[config.mk]
export PLATFORM = sky130hd
export DESIGN_NAME = aes_job_master
export DESIGN_NICKNAME = d
export VERILOG_FILES = /design/src/rtl/aes_job_master.sv
export SDC_FILE = /design/constraint.sdc
export NUM_CORES = 1
export LEC_CHECK = 0
export BUFFER_PORTS_ARGS = -buffer_cell sky130_fd_sc_hd__buf_2
export CORE_MARGIN = 4
export CORE_UTILIZATION = 30
export CTS_CLUSTER_SIZE = 30
export DETAILED_ROUTE_END_ITERATION = 12
export PLACE_DENSITY = 0.61
export RECOVER_POWER = 50
export SLEW_MARGIN = 20
export SYNTH_ARGS = -nofsm -noshare
export SYNTH_HDL_FRONTEND = slang
export SYNTH_SLANG_ARGS = --single-unit
[constraint.sdc]
create_clock -name clk_i -period 2.7 [get_ports clk_i]
set_input_delay 0.405 -clock clk_i [delete_from_list [all_inputs] [get_ports clk_i]]
set_output_delay 0.405 -clock clk_i [all_outputs]
set_load 0.02 [all_outputs]
[src/rtl/aes_job_master.sv]
// rtl/aes_job_master.sv - AXI master that programs the AES slave for one 128-bit job at a time
// Optional: define AES_MASTER_TIMEOUT_EN to bound each STATUS poll phase to POLL_LIMIT reads.
module aes_job_master #(
    parameter int                    ADDR_WIDTH = 32,
    parameter int                    DATA_WIDTH = 32,
    parameter int                    ID_BITS    = 4,
    parameter int                    MST_ID     = 1,
    parameter logic [ADDR_WIDTH-1:0] BASE_ADDR  = '0,
    parameter int                    POLL_LIMIT = 255
) (
    input  logic                  clk_i,
    input  logic                  rst_ni,
    input  logic                  job_valid,
    output logic                  job_ready,
    input  logic [127:0]          job_key,
    input  logic [127:0]          job_block,
    input  logic                  job_encdec,
    input  logic                  job_rekey,
    output logic                  res_valid,
    input  logic                  res_ready,
    output logic [127:0]          res_data,
    output logic                  res_err,
    output logic                  busy_o,
    output logic [ID_BITS-1:0]    awid,
    output logic [ADDR_WIDTH-1:0] awaddr,
    output logic [7:0]            awlen,
    output logic [2:0]            awsize,
    output logic [1:0]            awburst,
    output logic                  awvalid,
    input  logic                  awready,
    output logic [DATA_WIDTH-1:0] wdata,
    output logic [3:0]            wstrb,
    output logic                  wvalid,
    output logic                  wlast,
    input  logic                  wready,
    input  logic [ID_BITS-1:0]    bid,
    input  logic [2:0]            bresp,
    input  logic                  bvalid,
    output logic                  bready,
    output logic [ID_BITS-1:0]    arid,
    output logic [ADDR_WIDTH-1:0] araddr,
    output logic [7:0]            arlen,
    output logic [2:0]            arsize,
    output logic [1:0]            arburst,
    output logic                  arvalid,
    input  logic                  arready,
    input  logic [ID_BITS-1:0]    rid,
    input  logic [DATA_WIDTH-1:0] rdata,
    input  logic [2:0]            rresp,
    input  logic                  rvalid,
    input  logic                  rlast,
    output logic                  rready
);

    typedef enum logic [3:0] {
        S_IDLE, S_WR_KEY, S_WR_CFG, S_WR_INIT, S_POLL_RDY,
        S_WR_BLK, S_WR_NEXT, S_POLL_VLD, S_RD_RES, S_RESP
    } state_t;

    state_t         state, state_d;
    logic [1:0]     idx;
    logic           aw_done, w_done, ar_done;
    logic [127:0]   key_q, blk_q;
    logic           encdec_q, rekey_q, key_valid;
    logic           wr_state, rd_state, poll_state;
    logic           wr_cpl, rd_cpl, bus_err, poll_hit, poll_expire, last_word;
    logic           unused_ok;

    function automatic logic [31:0] word_of(input logic [127:0] v, input logic [1:0] i);
        case (i)
            2'd0:    return v[127:96];
            2'd1:    return v[95:64];
            2'd2:    return v[63:32];
            default: return v[31:0];
        endcase
    endfunction

    assign awid    = ID_BITS'(MST_ID);
    assign arid    = ID_BITS'(MST_ID);
    assign awlen   = 8'd0;
    assign arlen   = 8'd0;
    assign awsize  = 3'b010;
    assign arsize  = 3'b010;
    assign awburst = 2'b01;
    assign arburst = 2'b01;
    assign wstrb   = 4'hF;
    assign wlast   = 1'b1;
    assign unused_ok = ^{bid, rid, rlast, rdata[DATA_WIDTH-1:2]};

    assign wr_state   = state inside {S_WR_KEY, S_WR_CFG, S_WR_INIT, S_WR_BLK, S_WR_NEXT};
    assign poll_state = state inside {S_POLL_RDY, S_POLL_VLD};
    assign rd_state   = poll_state || (state == S_RD_RES);

    // AW and W are tracked separately so either may be accepted first
    assign awvalid = wr_state && !aw_done;
    assign wvalid  = wr_state && !w_done;
    assign bready  = wr_state && aw_done && w_done;
    assign arvalid = rd_state && !ar_done;
    assign rready  = rd_state && ar_done;

    assign wr_cpl    = bvalid && bready;
    assign rd_cpl    = rvalid && rready;
    assign bus_err   = (wr_cpl && bresp != 3'b000) || (rd_cpl && rresp != 3'b000);
    assign poll_hit  = (state == S_POLL_RDY) ? rdata[0] : rdata[1];
    assign last_word = (idx == 2'd3);

    assign job_ready = (state == S_IDLE);
    assign res_valid = (state == S_RESP);
    assign busy_o    = (state != S_IDLE);

    always_comb begin
        awaddr = BASE_ADDR;
        wdata  = '0;
        case (state)
            S_WR_KEY:  begin
                awaddr = BASE_ADDR + ADDR_WIDTH'({4'h4, idx, 2'b00});
                wdata  = word_of(key_q, idx);
            end
            S_WR_CFG:  begin
                awaddr = BASE_ADDR + ADDR_WIDTH'(8'h28);
                wdata  = {{(DATA_WIDTH-1){1'b0}}, encdec_q};
            end
            S_WR_INIT: begin
                awaddr = BASE_ADDR + ADDR_WIDTH'(8'h20);
                wdata  = DATA_WIDTH'(1);
            end
            S_WR_BLK:  begin
                awaddr = BASE_ADDR + ADDR_WIDTH'({4'h8, idx, 2'b00});
                wdata  = word_of(blk_q, idx);
            end
            S_WR_NEXT: begin
                awaddr = BASE_ADDR + ADDR_WIDTH'(8'h20);
                wdata  = DATA_WIDTH'(2);
            end
            default: ;
        endcase
    end

    assign araddr = BASE_ADDR + ((state == S_RD_RES) ? ADDR_WIDTH'({4'hC, idx, 2'b00})
                                                     : ADDR_WIDTH'(8'h24));

`ifdef AES_MASTER_TIMEOUT_EN
    localparam int CNT_W = $clog2(POLL_LIMIT + 1);
    logic [CNT_W-1:0] poll_cnt;

    always_ff @(posedge clk_i or negedge rst_ni) begin
        if (!rst_ni)                   poll_cnt <= '0;
        else if (state_d != state)     poll_cnt <= '0;
        else if (poll_state && rd_cpl) poll_cnt <= poll_cnt + CNT_W'(1);
    end

    assign poll_expire = poll_state && rd_cpl && !poll_hit &&
                         (poll_cnt == CNT_W'(POLL_LIMIT - 1));
`else
    assign poll_expire = 1'b0;
`endif

    always_ff @(posedge clk_i or negedge rst_ni) begin
        if (!rst_ni) state <= S_IDLE;
        else         state <= state_d;
    end

    always_comb begin
        state_d = state;
        case (state)
            S_IDLE:     if (job_valid)
                            state_d = job_rekey ? S_WR_KEY : (key_valid ? S_WR_CFG : S_RESP);
            S_WR_KEY:   if (wr_cpl && last_word) state_d = S_WR_CFG;
            S_WR_CFG:   if (wr_cpl) state_d = rekey_q ? S_WR_INIT : S_WR_BLK;
            S_WR_INIT:  if (wr_cpl) state_d = S_POLL_RDY;
            S_POLL_RDY: if (rd_cpl && poll_hit) state_d = S_WR_BLK;
            S_WR_BLK:   if (wr_cpl && last_word) state_d = S_WR_NEXT;
            S_WR_NEXT:  if (wr_cpl) state_d = S_POLL_VLD;
            S_POLL_VLD: if (rd_cpl && poll_hit) state_d = S_RD_RES;
            S_RD_RES:   if (rd_cpl && last_word) state_d = S_RESP;
            S_RESP:     if (res_ready) state_d = S_IDLE;
            default:    state_d = S_IDLE;
        endcase
        if (bus_err || poll_expire) state_d = S_RESP;
    end

    always_ff @(posedge clk_i or negedge rst_ni) begin
        if (!rst_ni) begin
            idx       <= 2'd0;
            aw_done   <= 1'b0;
            w_done    <= 1'b0;
            ar_done   <= 1'b0;
            key_q     <= '0;
            blk_q     <= '0;
            encdec_q  <= 1'b0;
            rekey_q   <= 1'b0;
            key_valid <= 1'b0;
            res_data  <= '0;
            res_err   <= 1'b0;
        end else begin
            if (awvalid && awready) aw_done <= 1'b1;
            if (wvalid && wready)   w_done  <= 1'b1;
            if (wr_cpl) begin
                aw_done <= 1'b0;
                w_done  <= 1'b0;
            end
            if (arvalid && arready) ar_done <= 1'b1;
            if (rd_cpl)             ar_done <= 1'b0;

            if (state_d != state)       idx <= 2'd0;
            else if (wr_cpl || rd_cpl)  idx <= idx + 2'd1;

            if (job_valid && job_ready) begin
                key_q    <= job_key;
                blk_q    <= job_block;
                encdec_q <= job_encdec;
                rekey_q  <= job_rekey;
                res_err  <= !job_rekey && !key_valid;
                if (job_rekey) key_valid <= 1'b0;
            end
            if (state == S_POLL_RDY && rd_cpl && poll_hit && !bus_err) key_valid <= 1'b1;
            // Words arrive MSW first, so shifting left lands word i at [127-32i -: 32]
            if (state == S_RD_RES && rd_cpl && !bus_err) res_data <= {res_data[95:0], rdata[31:0]};
            if (bus_err || poll_expire) begin
                res_err <= 1'b1;
                if (rekey_q) key_valid <= 1'b0;
            end
        end
    end

endmodule

==> results.toml <==
[grt]
met1_usage_pct = 25.1
grt_start_max_net_pins = 130
met3_usage_pct = 4.14
grtUsageTotal_pct = 19.2
antenna_found_initial = 11
grt-ovfl-total = 0
grt_use_met2_pct = 30.9
grt_pass1_wl_um = 94900
grt_pass1_vias = 15800
top_usage_layer = "met2"

[timing]
skew_ns = 0.0197
setup_ws_ns = -0.417
min_period_over_period_pct = 115
max_freq_mhz = 321
rsz0062_at_grt = "yes"
fin_crit_ns = 3.12
finalHoldViolations = 0
max_slew_margin_pct = -19.8
tightest_slew_ns = 1.80
slew_viol_final = 66
setup_viol = 32

[hold_path]
hold_depth = 3
hold_path_class = "input pin to flip-flop"
whs_endpoint = "blk_q[82]"
hp-start = "job_block[82]"

[clocking]
insertion_delay_ns = 0.58
htreeDepth = 2
clk_pin_slew_ns = 0.06
cts_tree = "built"
cts_sinks = 397
root_buffer = "clkbuf_16"
numCtsBuffers = 44
clk_path_buf_depth = 3

[floorplan]
core_area_mm2 = 0.0595
core.rowCount = 89
dieWidth_um = 254
chipHeight_um = 254
initial_core_util_pct = 30.5
design.die.area_mm2 = 0.0645
ios = 586

[power_and_ir_drop]
p_leak_uw = 0.0124
power_switching_uw = 11500
fin_total_pwr_uw = 28900
pwr-share-seq_pct = 36.6
ir_drop_uv = 556
internal_power_uw = 17400
p_per_area_mw_per_mm2 = 1200
p_clk_share_pct = 20.8
swShare_pct = 40.0
power_frac_comb_pct = 42.6

[setup_path]
r2r-end = "res_data[59]"
r2r-start = "state[1]"
cp.required_ns = 2.30
critPathArrivalTime_ns = 2.71
crit_path_end_kind = "primary output"
crit_start = "idx[0]"
r2r_slack_ns = 0.20
max_stage_delay_ns = 0.59
reg2reg_depth = 8
timing_worst_setup_path_type = "flip-flop to primary output"
crit_path_start_kind = "flip-flop"
worstPathCellList = "ha_4, buf_12, a222oi_1, o22ai_1, nor2_1, a21oi_1, buf_4"
path_max_fanout = 13
cp_slowest_cell = "a222oi_1"

[yosys]
synth_area_mm2 = 0.0182
synth_top_area_share_pct = 54.7
synth_seq_cells = 397
ys_top_cells_by_count = "782 x nand2_1, 397 x dfrtp_1, 120 x mux2_4, 96 x buf_4, 74 x clkbuf_1"
synth.distinct_cells = 51
synth_top_area_cell = "dfrtp_1"
async_flop_share_pct = 100
synth_flop_cell = "dfrtp_1"
synth_edf_count = 0
yosysSeqAreaShare_pct = 54.7
synthCells = 1822
yosysMostFrequentCell = "nand2_1"
yosys-top-cells-area = "dfrtp_1 55%, nand2_1 16%, mux2_4 9.9%"
syn_avg_cell_area_um2 = 9.97
yosysWarnings = 0

[layout]
drive_gt1_share_pct = 30.3
area_growth_pct = 32.8
finish.instance_area_mm2 = 0.0241
fin_nets = 2728

[run]
cap_violations = 1

[route]
wl_um = 65000
vias = 15400
avgViaCountPerCell = 4.80
drt_iter0_markers = 1422
drc_errors = 0
wire_per_inst_um = 20.2
drt_pass1_iterations = 7
ant_nets = 0

[placement]
portBuffers = 483
dpl_cell_area_mm2 = 0.0215
place_ws_ns = -0.0734
gp_congestion = 0.873
hpwl_um = 47400

[outcome]
violations = "max-capacitance violations, max-slew violations, negative setup slack"
status = "finished, violations left"
[layout make-up]
type                            count  area (µm²)
Antenna cell                        4        10.0
Clock buffer                       61        1240
Clock inverter                     15         204
Fill cell                        5911       35400
Inverter                           10        43.8
Multi-Input combinational cell   1292        7410
Sequential cell                   397        9940
Tap cell                          773         967
Timing Repair Buffer              664        4310
[kinds of logic after synthesis]
family | Yosys count | synth area share, %
other | 2 | 0.0414
DFF | 397 | 54.7
buffers and inverters | 224 | 7.37
muxes | 129 | 10.5
AOI/OAI and AO/OA | 196 | 8.41
xor gates and xnor gates | 1 | 0.0482
and+or+nand+nor | 868 | 18.6
adders and majority gates | 5 | 0.344
[power groups by stage]
stage          logic [µW]  registers [µW]  clock network [µW]
5_1_grt             13300           10900                6400
4_1_cts             12200           10500                6190
3_5_place_dp        11500           10600                   0
6_report            12300           10600                6020
3_3_place_gp        11400           10500                   0
2_1_floorplan        6380           11000                   0
[worst max path at each step]
stage | cells past startpoint | slack (ns) | endpoint
floorplan | 8 | 0.19 | wdata[11]
finish | 7 | -0.42 | wdata[18]
global route | 11 | -0.52 | wdata[31]
detailed placement | 8 | -0.07 | wdata[0]
CTS | 9 | -0.46 | wdata[25]
global placement | 8 | -0.03 | wdata[0]
[state kept, by name, indices dropped and copies added (netlist names)]
name,flops
ar_done,1
key_valid,1
w_done,1
res_data,128
aw_done,1
idx,2
rekey_q,1
state,4
encdec_q,1
res_err,1
blk_q,128
key_q,128
[metal layers]
layer,up-vias,part of all wire (%),routed length [µm]
li1,7070,-,-
met1,7541,41,26800
met3,123,7.9,5140
met4,10,4.5,2900
met5,-,0.11,69
met2,703,46,30100
[through the flow]
step                util [%]  hold slack (ns)  setup TNS [ns]  instances
floorplan                  -            0.109               0       1913
global placement        36.1            0.411         -0.0313       3035
detailed placement      36.1            0.414         -0.0789       3035
CTS                     40.4         0.000379          -11.48       3205
global route            40.5           0.0125          -13.99       3212
finish                  40.5           0.0295          -10.05       3216
[critical path, delay by kind of cell (launching register included)]
kind / cells / cell delay [ns]
AOI/OAI and AO/OA: 3 / 0.91
adders and majority gates: 1 / 0.24
buffers and inverters: 2 / 0.35
DFF: 1 / 0.46
and+or+nand+nor: 1 / 0.16
[repair_timing]
| item | in CTS | in global routing |
|---|---|---|
| pin swaps | 44 | 37 |
| endpoints found under the hold margin | 139 | 0 |
| setup endpoints to repair | 32 | 32 |
| gates cloned | 3 | 1 |
| resized for setup | 48 | 39 |
| buffers inserted | 10 | 7 |
| hold buffers | 81 | 0 |
[placed cells by master (no fill, tap or decap), types with 36 or more instances in the layout]
cell type,count
nand2_1,780
dfrtp_1,396
buf_2,389
mux2_4,120
conb_1,93
clkbuf_1,82
dlygate4sd3_1,81
buf_4,78
a222oi_1,64
nor2_1,48
clkbuf_16,46
a21oi_1,36
No activity file was read; power rests on OpenSTA's default activity.
